### src/rtl/mul_seq_16.sv
// Sequential 16x16 unsigned shift-add multiplier, one multiplier bit per clock.
// The per-iteration add is a ripple of four 4-bit carry-lookahead slices.

module cla4 (
    input  logic [3:0] x,
    input  logic [3:0] y,
    input  logic       cin,
    output logic [3:0] s,
    output logic       co
);
    logic [3:0] g;
    logic [3:0] pr;
    logic       c1, c2, c3;

    assign g  = x & y;
    assign pr = x ^ y;

    // All slice carries come straight from generate/propagate terms and cin.
    assign c1 = g[0] | (pr[0] & cin);
    assign c2 = g[1] | (pr[1] & g[0]) | (pr[1] & pr[0] & cin);
    assign c3 = g[2] | (pr[2] & g[1]) | (pr[2] & pr[1] & g[0])
              | (pr[2] & pr[1] & pr[0] & cin);
    assign co = g[3] | (pr[3] & g[2]) | (pr[3] & pr[2] & g[1])
              | (pr[3] & pr[2] & pr[1] & g[0])
              | (pr[3] & pr[2] & pr[1] & pr[0] & cin);

    assign s = pr ^ {c3, c2, c1, cin};
endmodule

module mul_seq_16 #(
    parameter int WIDTH = 16
) (
    input  logic                 clk,
    input  logic                 rst,
    input  logic                 start,
    input  logic [WIDTH-1:0]     a,
    input  logic [WIDTH-1:0]     b,
    output logic                 busy,
    output logic                 done,
    output logic [2*WIDTH-1:0]   p
);
    localparam int SLICES = WIDTH / 4;
    localparam int CW     = $clog2(WIDTH);

    typedef enum logic [1:0] {
        IDLE,
        RUN,
        DONE
    } state_t;

    state_t           state;
    logic [WIDTH-1:0] mcand;
    logic [WIDTH-1:0] hi;
    logic [WIDTH-1:0] lo;
    logic [CW-1:0]    count;

    logic [WIDTH-1:0] addend;
    logic [WIDTH-1:0] sum_lo;
    logic [SLICES:0]  carry;
    logic [WIDTH:0]   sum;

    assign addend   = lo[0] ? mcand : '0;
    assign carry[0] = 1'b0;

    genvar k;
    generate
        for (k = 0; k < SLICES; k++) begin : g_slice
            cla4 u_cla (
                .x   (hi[4*k +: 4]),
                .y   (addend[4*k +: 4]),
                .cin (carry[k]),
                .s   (sum_lo[4*k +: 4]),
                .co  (carry[k+1])
            );
        end
    endgenerate

    // Carry-out becomes bit 16 of the partial sum. After the right shift the
    // upper word's top bit is always zero, so hi is kept at 16 bits.
    assign sum = {carry[SLICES], sum_lo};

    always_ff @(posedge clk) begin
        if (rst) begin
            state <= IDLE;
            busy  <= 1'b0;
            done  <= 1'b0;
            p     <= '0;
            count <= '0;
            hi    <= '0;
            lo    <= '0;
            mcand <= '0;
        end else begin
            case (state)
                IDLE, DONE: begin
                    done <= 1'b0;
                    if (start) begin
                        mcand <= a;
                        lo    <= b;
                        hi    <= '0;
                        count <= '0;
                        busy  <= 1'b1;
                        state <= RUN;
                    end else begin
                        state <= IDLE;
                    end
                end
                RUN: begin
                    hi    <= sum[WIDTH:1];
                    lo    <= {sum[0], lo[WIDTH-1:1]};
                    count <= count + 1'b1;
                    // Last iteration: publish the shifted product directly.
                    if (count == CW'(WIDTH - 1)) begin
                        p     <= {sum, lo[WIDTH-1:1]};
                        done  <= 1'b1;
                        busy  <= 1'b0;
                        state <= DONE;
                    end
                end
                default: begin
                    state <= IDLE;
                    busy  <= 1'b0;
                    done  <= 1'b0;
                end
            endcase
        end
    end
endmodule

### config.mk
export PLATFORM = sky130hd
export DESIGN_NAME = mul_seq_16
export DESIGN_NICKNAME = d
export VERILOG_FILES = /design/src/rtl/mul_seq_16.sv
export SDC_FILE = /design/constraint.sdc
export NUM_CORES = 1
export LEC_CHECK = 0
export CAP_MARGIN = 20
export CORE_ASPECT_RATIO = 1.25
export CORE_MARGIN = 1.5
export CORE_UTILIZATION = 40
export DETAILED_ROUTE_END_ITERATION = 12
export RECOVER_POWER = 100
export SYNTH_ARGS = -nofsm -noshare
export SYNTH_HDL_FRONTEND = slang
export SYNTH_HIERARCHICAL = 1
export SYNTH_SLANG_ARGS = --single-unit
### constraint.sdc
create_clock -name clk -period 4.4 [get_ports clk]
set_input_delay 0.66 -clock clk [delete_from_list [all_inputs] [get_ports clk]]
set_output_delay 0.66 -clock clk [all_outputs]
set_load 0.01 [all_outputs]
; ---- After elaboration in Yosys (flattened, before gate mapping)
; Index checks and enable logic that the tools add are counted.
[totals]
register_bits = 88
output_inout_bits = 34
elab_cells = 141
[classes]
add_sub_neg = 1
n_eq_ne = 5
mux = 13
bitwise = 106
n_reduce_logical = 8
[op_table]
columns = op, count
row1 = 16-bit case mux with 2 select lines, 2
row2 = 1-bit bitwise AND, 57
row3 = 16-bit two-way mux, 3
row4 = 1-bit OR, 36
row5 = 4-bit XOR, 8
row6 = 4-bit bitwise AND, 4
row7 = 4-bit case mux with 2 select lines, 1
row8 = 2-bit AND reduction, 4
row9 = 4-bit by 1-bit adder with 4-bit output (second input constant), 1
row10 = 4-bit equality test (second input constant), 1
row11 = 4-bit two-way mux, 1
row12 = 2-bit != test (second input constant), 2
row13 = 2-bit case mux with 2 select lines, 1
row14 = 2-bit OR reduction, 2
row15 = 1-bit two-way mux, 3
row16 = 2-bit by 1-bit equality test with 1-bit output (second input constant), 1
row17 = 2-bit equality test (second input constant), 1
row18 = 2-bit zero test, 1
row19 = 2-bit two-way mux, 1
row20 = 1-bit case mux with 2 select lines, 1
row21 = 2-bit nonzero test, 1
row22 = 1-bit NOT, 1

; ---- Longest topological paths before layout
[logic_depth]
depth_word = 14
ltp_mapped = 16
ltp_nobuf = 16

; ---- Modules after synthesis
; The synthesis kept the hierarchy.
[modules_own_cells]
columns = mod, n_inst, cells_each, area_per_inst_um2
row1 = mul_seq_16, 1, 378, 3367.0
row2 = cla4, 4, 17, 147.6

; ---- Worst setup path before layout
; OpenSTA, ideal clock, no wires.
[synth_path]
path_type = register to register
start = register lo[0]
end = register hi[15]
setup_ps = 117
t_arrival_ps = 3249
slack_ps = 1034
stages_incl_launch_ff = 16
n_path_buf = 0
synth_period_minus_slack_ps = 3366
path_cell_list = dfxtp_1 -> and2_1 -> ha_1 -> a21o_1 -> a31o_1 -> a21o_1 -> a21o_1 -> a31o_1 -> a21o_1 -> a21o_1 -> a31o_1 -> a21o_1 -> a21o_1 -> a31o_1 -> a21o_1 -> a22o_1
[synth_via]
elab_chain_len = 13
elab_cells_between_ends = 51
[synth_lines]
columns = item, line_no
row1 = start: declaration, 54  ; logic [WIDTH-1:0] lo;
row2 = start signal: assignment, 109  ; lo <= {sum[0], lo[WIDTH-1:1]};
row3 = 16-bit two-way mux *, 62  ; assign addend = lo[0] ? mcand : '0;
row4 = named net addend[2], 57  ; logic [WIDTH-1:0] addend;
row5 = 4-bit bitwise AND / 4-bit XOR (equally long branches), "15, 16"
row6 = 1-bit bitwise AND (on tied branches), "23, 24"
row7 = 1-bit OR (tied with other cells), 23  ; assign co = g[3] | (pr[3] & g[2]) | (pr[3] & pr[2] & g[1])
row8 = 1-bit OR / 1-bit bitwise AND (equally long branches), "23, 24"
row9 = 1-bit OR *, 24  ; | (pr[3] & pr[2] & pr[1] & g[0])
row10 = named net carry[1], 59  ; logic [SLICES:0] carry;
row11 = (+2 left out), -
row12 = named net carry[2], 59
row13 = 1-bit bitwise AND *, 25  ; | (pr[3] & pr[2] & pr[1] & pr[0] & cin);
row14 = 1-bit OR *, 25
row15 = named net carry[3], 59
row16 = 1-bit bitwise AND *, 25
row17 = 1-bit OR *, 25
row18 = named net carry[4], 59
row19 = 16-bit case mux with 2 select lines *, 93  ; case (state)
row20 = end signal: assignment, 108  ; hi <= sum[WIDTH:1];
row21 = end: declaration, 53  ; logic [WIDTH-1:0] hi;
; The timed path passes the listed nets; every way through them passes the cells marked *.
; A chain may end at the register's enable or synchronous reset.

; ---- Worst setup path in the final report
[layout_path]
start = register lo[0]
end = register hi[15]
[layout_via]
elab_cells_between_ends = 51
[layout_rtl]
columns = item, line_no
row1 = 16-bit two-way mux, 62
row2 = named net addend[0], 57
row3 = 4-bit bitwise AND, 15  ; assign g = x & y;
row4 = 1-bit bitwise AND, 24
row5 = 1-bit OR, 24
row6 = named net carry[1], 59
row7 = 1-bit bitwise AND, 25
row8 = 1-bit OR, 25
row9 = named net carry[2], 59
row10 = 1-bit bitwise AND, 25
row11 = 1-bit OR, 25
row12 = named net carry[3], 59
row13 = 1-bit bitwise AND, 25
row14 = 1-bit OR, 25
row15 = named net carry[4], 59
row16 = 16-bit case mux with 2 select lines, 93
; The timed path passes the listed nets, and every way through them passes these cells.

==> impl_metrics.env <==
export IMPL_cts_tree="built"
export IMPL_pin_count=69
export IMPL_htreeDepth=3
export IMPL_wire_per_inst_um=15.4
export IMPL_port_buffers=68
export IMPL_maxCapViolations=1
export IMPL_fmax_mhz=271
export IMPL_cts_made_buffers=9
export IMPL_required_ns=4.63
export IMPL_finClkSkew_ns=0.00693
export IMPL_vias_per_cell=5.33
export IMPL_clockBufferDepth=2
export IMPL_synth_most_common_cell="dfxtp_1"
export IMPL_grt_use_total_pct=19.2
export IMPL_gp_congestion=0.794
export IMPL_cellInternalPower_w=0.00139
export IMPL_clock_sink_count=88
export IMPL_dp_hpwl_mm=6.36
export IMPL_antenna_left=0
export IMPL_layout_drive_gt1_share_pct=4.38
export IMPL_synth_distinct_cells=35
export IMPL_synth_edf_count=0
export IMPL_coreArea_um2=9610
export IMPL_rr_worst_depth=16
export IMPL_violations="capacitance limit, slew limit"
export IMPL_end_kind="flip-flop"
export IMPL_max_slew_margin_pct=-39.2
export IMPL_setup_viol=0
export IMPL_antenna_found_initial=0
export IMPL_power_density_nw_per_um2=362
export IMPL_start_util_pct=41.2
export IMPL_final_max_slew_viol_count=18
export IMPL_cts_root_buf="clkbuf_16"
export IMPL_synth_top_area_share_pct=44.5
export IMPL_grt_max_degree=54
export IMPL_netlist_top_cells_area="dfxtp_1 45%, a21oi_1 9.0%, nand3_1 6.3%"
export IMPL_hold_viol=0
export IMPL_antennaDiodeCount=0
export IMPL_crit_type="reg -> reg"
export IMPL_final_core_utilization_pct=51.6
export IMPL_fin_crit_ns=3.69
export IMPL_period_share_pct=83.8
export IMPL_grt_pass1_wl_mm=16.0
export IMPL_crit_arrival_ns=3.92
export IMPL_post_cts_setup_buffers=0
export IMPL_rows=40
export IMPL_multiInputGateArea_um2=1930
export IMPL_p_comb_share_pct=8.3
export IMPL_vias=3348
export IMPL_cts_resized=0
export IMPL_die_h_um=114
export IMPL_die_width_um=92.0
export IMPL_p_leak_nw=2.06
export IMPL_drt_pass1_iter_count=5
export IMPL_regArea_um2=1760
export IMPL_drcViolationCount=0
export IMPL_yosysSeqAreaShare_pct=44.5
export IMPL_synthCells=446
export IMPL_worst_slew_pin_slew_ns=2.07
export IMPL_netSwitchingFraction_pct=22.4
export IMPL_dieArea_um2=10500
export IMPL_min_path_type="reg -> reg"
export IMPL_synthFlopType="dfxtp_1"
export IMPL_vdd_ir_drop_max_mv=0.222
export IMPL_fin_tns_setup_ns=0
export IMPL_pwr_share_seq_pct=46.6
export IMPL_clkPwrFrac_pct=45.1
export IMPL_clock_latency_ns=0.34
export IMPL_start_kind="flip-flop"
export IMPL_grt_pass1_vias=3355
export IMPL_ys_ff_latch=88
export IMPL_area_delta_synth_final_pct=25.3
export IMPL_synth_top_area_cell="dfxtp_1"
export IMPL_syn_area_um2=3960
export IMPL_totalWireLength_mm=9.67
export IMPL_yosysWarningCount=6
export IMPL_holdPathStages=2
export IMPL_syn_area_per_cell_um2=8.87
export IMPL_netlist_top_cells_count="88 x dfxtp_1, 71 x a21oi_1, 50 x nand3_1"
export IMPL_clk_pin_slew_worst_paths_ns=0.06
export IMPL_dr_first_iter_drc_count=144
export IMPL_grt_setup_unrepaired="false"
export IMPL_nets=553
export IMPL_crit_fanout=12
export IMPL_cts_hold_buf=0
export IMPL_p_sw_w=0.000402
export IMPL_outcome="finished, violations left"
export IMPL_overflow=0
export IMPL_async_flop_share_pct=0
export IMPL_fillers=923
worst paths after layout:
kind | startpoint | to | slack, ns
setup / recovery | lo[0] | hi[15] | 0.71
hold / removal | mcand[15] | mcand[15] | 0.45
setup reg to reg | lo[0] | hi[15] | 0.71
hold reg to reg | mcand[15] | mcand[15] | 0.45
layer usage:
layer / vias to the layer above / global-route usage (%) / share of wire, %
li1: 1677 / - / -
met1: 1575 / 22.9 / 44
met2: 82 / 33.5 / 49
met3: 14 / 2.72 / 3.8
met4: 0 / 10.2 / 2.3
met5: - / 0 / 0
final cells by class:
type / instances / area share [%]
Multi-Input combinational cell: 305 / 38.9
Clock inverter: 3 / 1.31
Inverter: 16 / 1.21
Tap cell: 126 / 3.18
Clock buffer: 13 / 5.05
Timing Repair Buffer: 77 / 14.9
Sequential cell: 88 / 35.5
layout by cell type (no fill, tap or decap):
| cell | Yosys | layout |
|---|---|---|
| a211oi_2 | 1 | 1 |
| a21o_1 | 12 | 12 |
| a21oi_1 | 71 | 71 |
| a22o_1 | 17 | 17 |
| a22oi_1 | 16 | 16 |
| a31o_1 | 4 | 4 |
| and2_0 | 0 | 2 |
| and2_1 | 16 | 14 |
| and3_1 | 1 | 1 |
| buf_12 | 0 | 1 |
| buf_2 | 22 | 1 |
| buf_4 | 1 | 3 |
| bufinv_16 | 0 | 2 |
| clkbuf_1 | 10 | 8 |
| clkbuf_16 | 0 | 9 |
| clkbuf_8 | 0 | 1 |
| clkdlybuf4s50_1 | 0 | 32 |
| clkinv_2 | 0 | 1 |
| conb_1 | 1 | 2 |
| dfxtp_1 | 88 | 88 |
| dlygate4sd3_1 | 0 | 35 |
| fa_1 | 4 | 4 |
| ha_1 | 17 | 17 |
| inv_1 | 16 | 16 |
| mux2_1 | 0 | 1 |
| mux2_2 | 1 | 1 |
| nand2_1 | 32 | 32 |
| nand2b_1 | 3 | 2 |
| nand2b_2 | 0 | 1 |
| nand3_1 | 50 | 50 |
| nand4_1 | 1 | 1 |
| nor2_1 | 3 | 4 |
| nor2b_1 | 1 | 1 |
| nor2b_4 | 1 | 1 |
| nor3_1 | 2 | 3 |
| nor3b_1 | 1 | 1 |
| o21a_1 | 2 | 2 |
| o21ai_0 | 32 | 32 |
| xnor2_1 | 8 | 8 |
| xor2_1 | 4 | 4 |
sequential cells by signal, summed over array words and instances (netlist names):
name,count
hi,16
state,2
lo,16
count,4
p,32
done,1
busy,1
mcand,16
kinds of logic (layout without fill, tap and decap cells):
kind of cell	count (synthesis)	after routing	synth area share, %
mux	2	2	0.664
xor+xnor	12	12	2.66
other cells	1	2	0.0948
fa+ha+maj	21	21	7.40
flops	88	88	44.5
buf+inv	54	109	6.39
compound gates	155	155	23.7
simple gates	113	113	14.6
worst max-delay path, cell delays in order (launching register included):
cell and delay, ns:
dfxtp_1 0.41, clkbuf_1 0.19, and2_0 0.17, ha_1 0.19, a21o_1 0.16, a31o_1 0.24
a21o_1 0.20, a21o_1 0.19, a31o_1 0.24, a21o_1 0.19, a21o_1 0.17, a31o_1 0.23
a21o_1 0.19, a21o_1 0.17, a31o_1 0.24, a21o_1 0.19, a22o_1 0.20
power by group through the flow:
stage | Combinational [W] | Clock (W) | Sequential, W
4_1_cts | 0.000152 | 0.000831 | 0.000837
6_report | 0.000148 | 0.000809 | 0.000837
3_3_place_gp | 0.000150 | 0 | 0.000854
5_1_grt | 0.000164 | 0.000864 | 0.000840
2_1_floorplan | 0.0000991 | 0 | 0.000849
3_5_place_dp | 0.000152 | 0 | 0.000855
through the flow:
step	setup WS [ns]	hold slack [ns]	cells	cell area (um^2)	total power, W
CTS	0.707	0.459	627	4980	0.00182
global route	0.455	0.481	628	4960	0.00187
floorplan	1.03	0.432	447	3960	0.000948
global placement	0.775	0.441	611	4670	0.00100
finish	0.713	0.454	628	4960	0.00179
detailed placement	0.722	0.451	611	4670	0.00101
(Power assumes the default switching activity.)
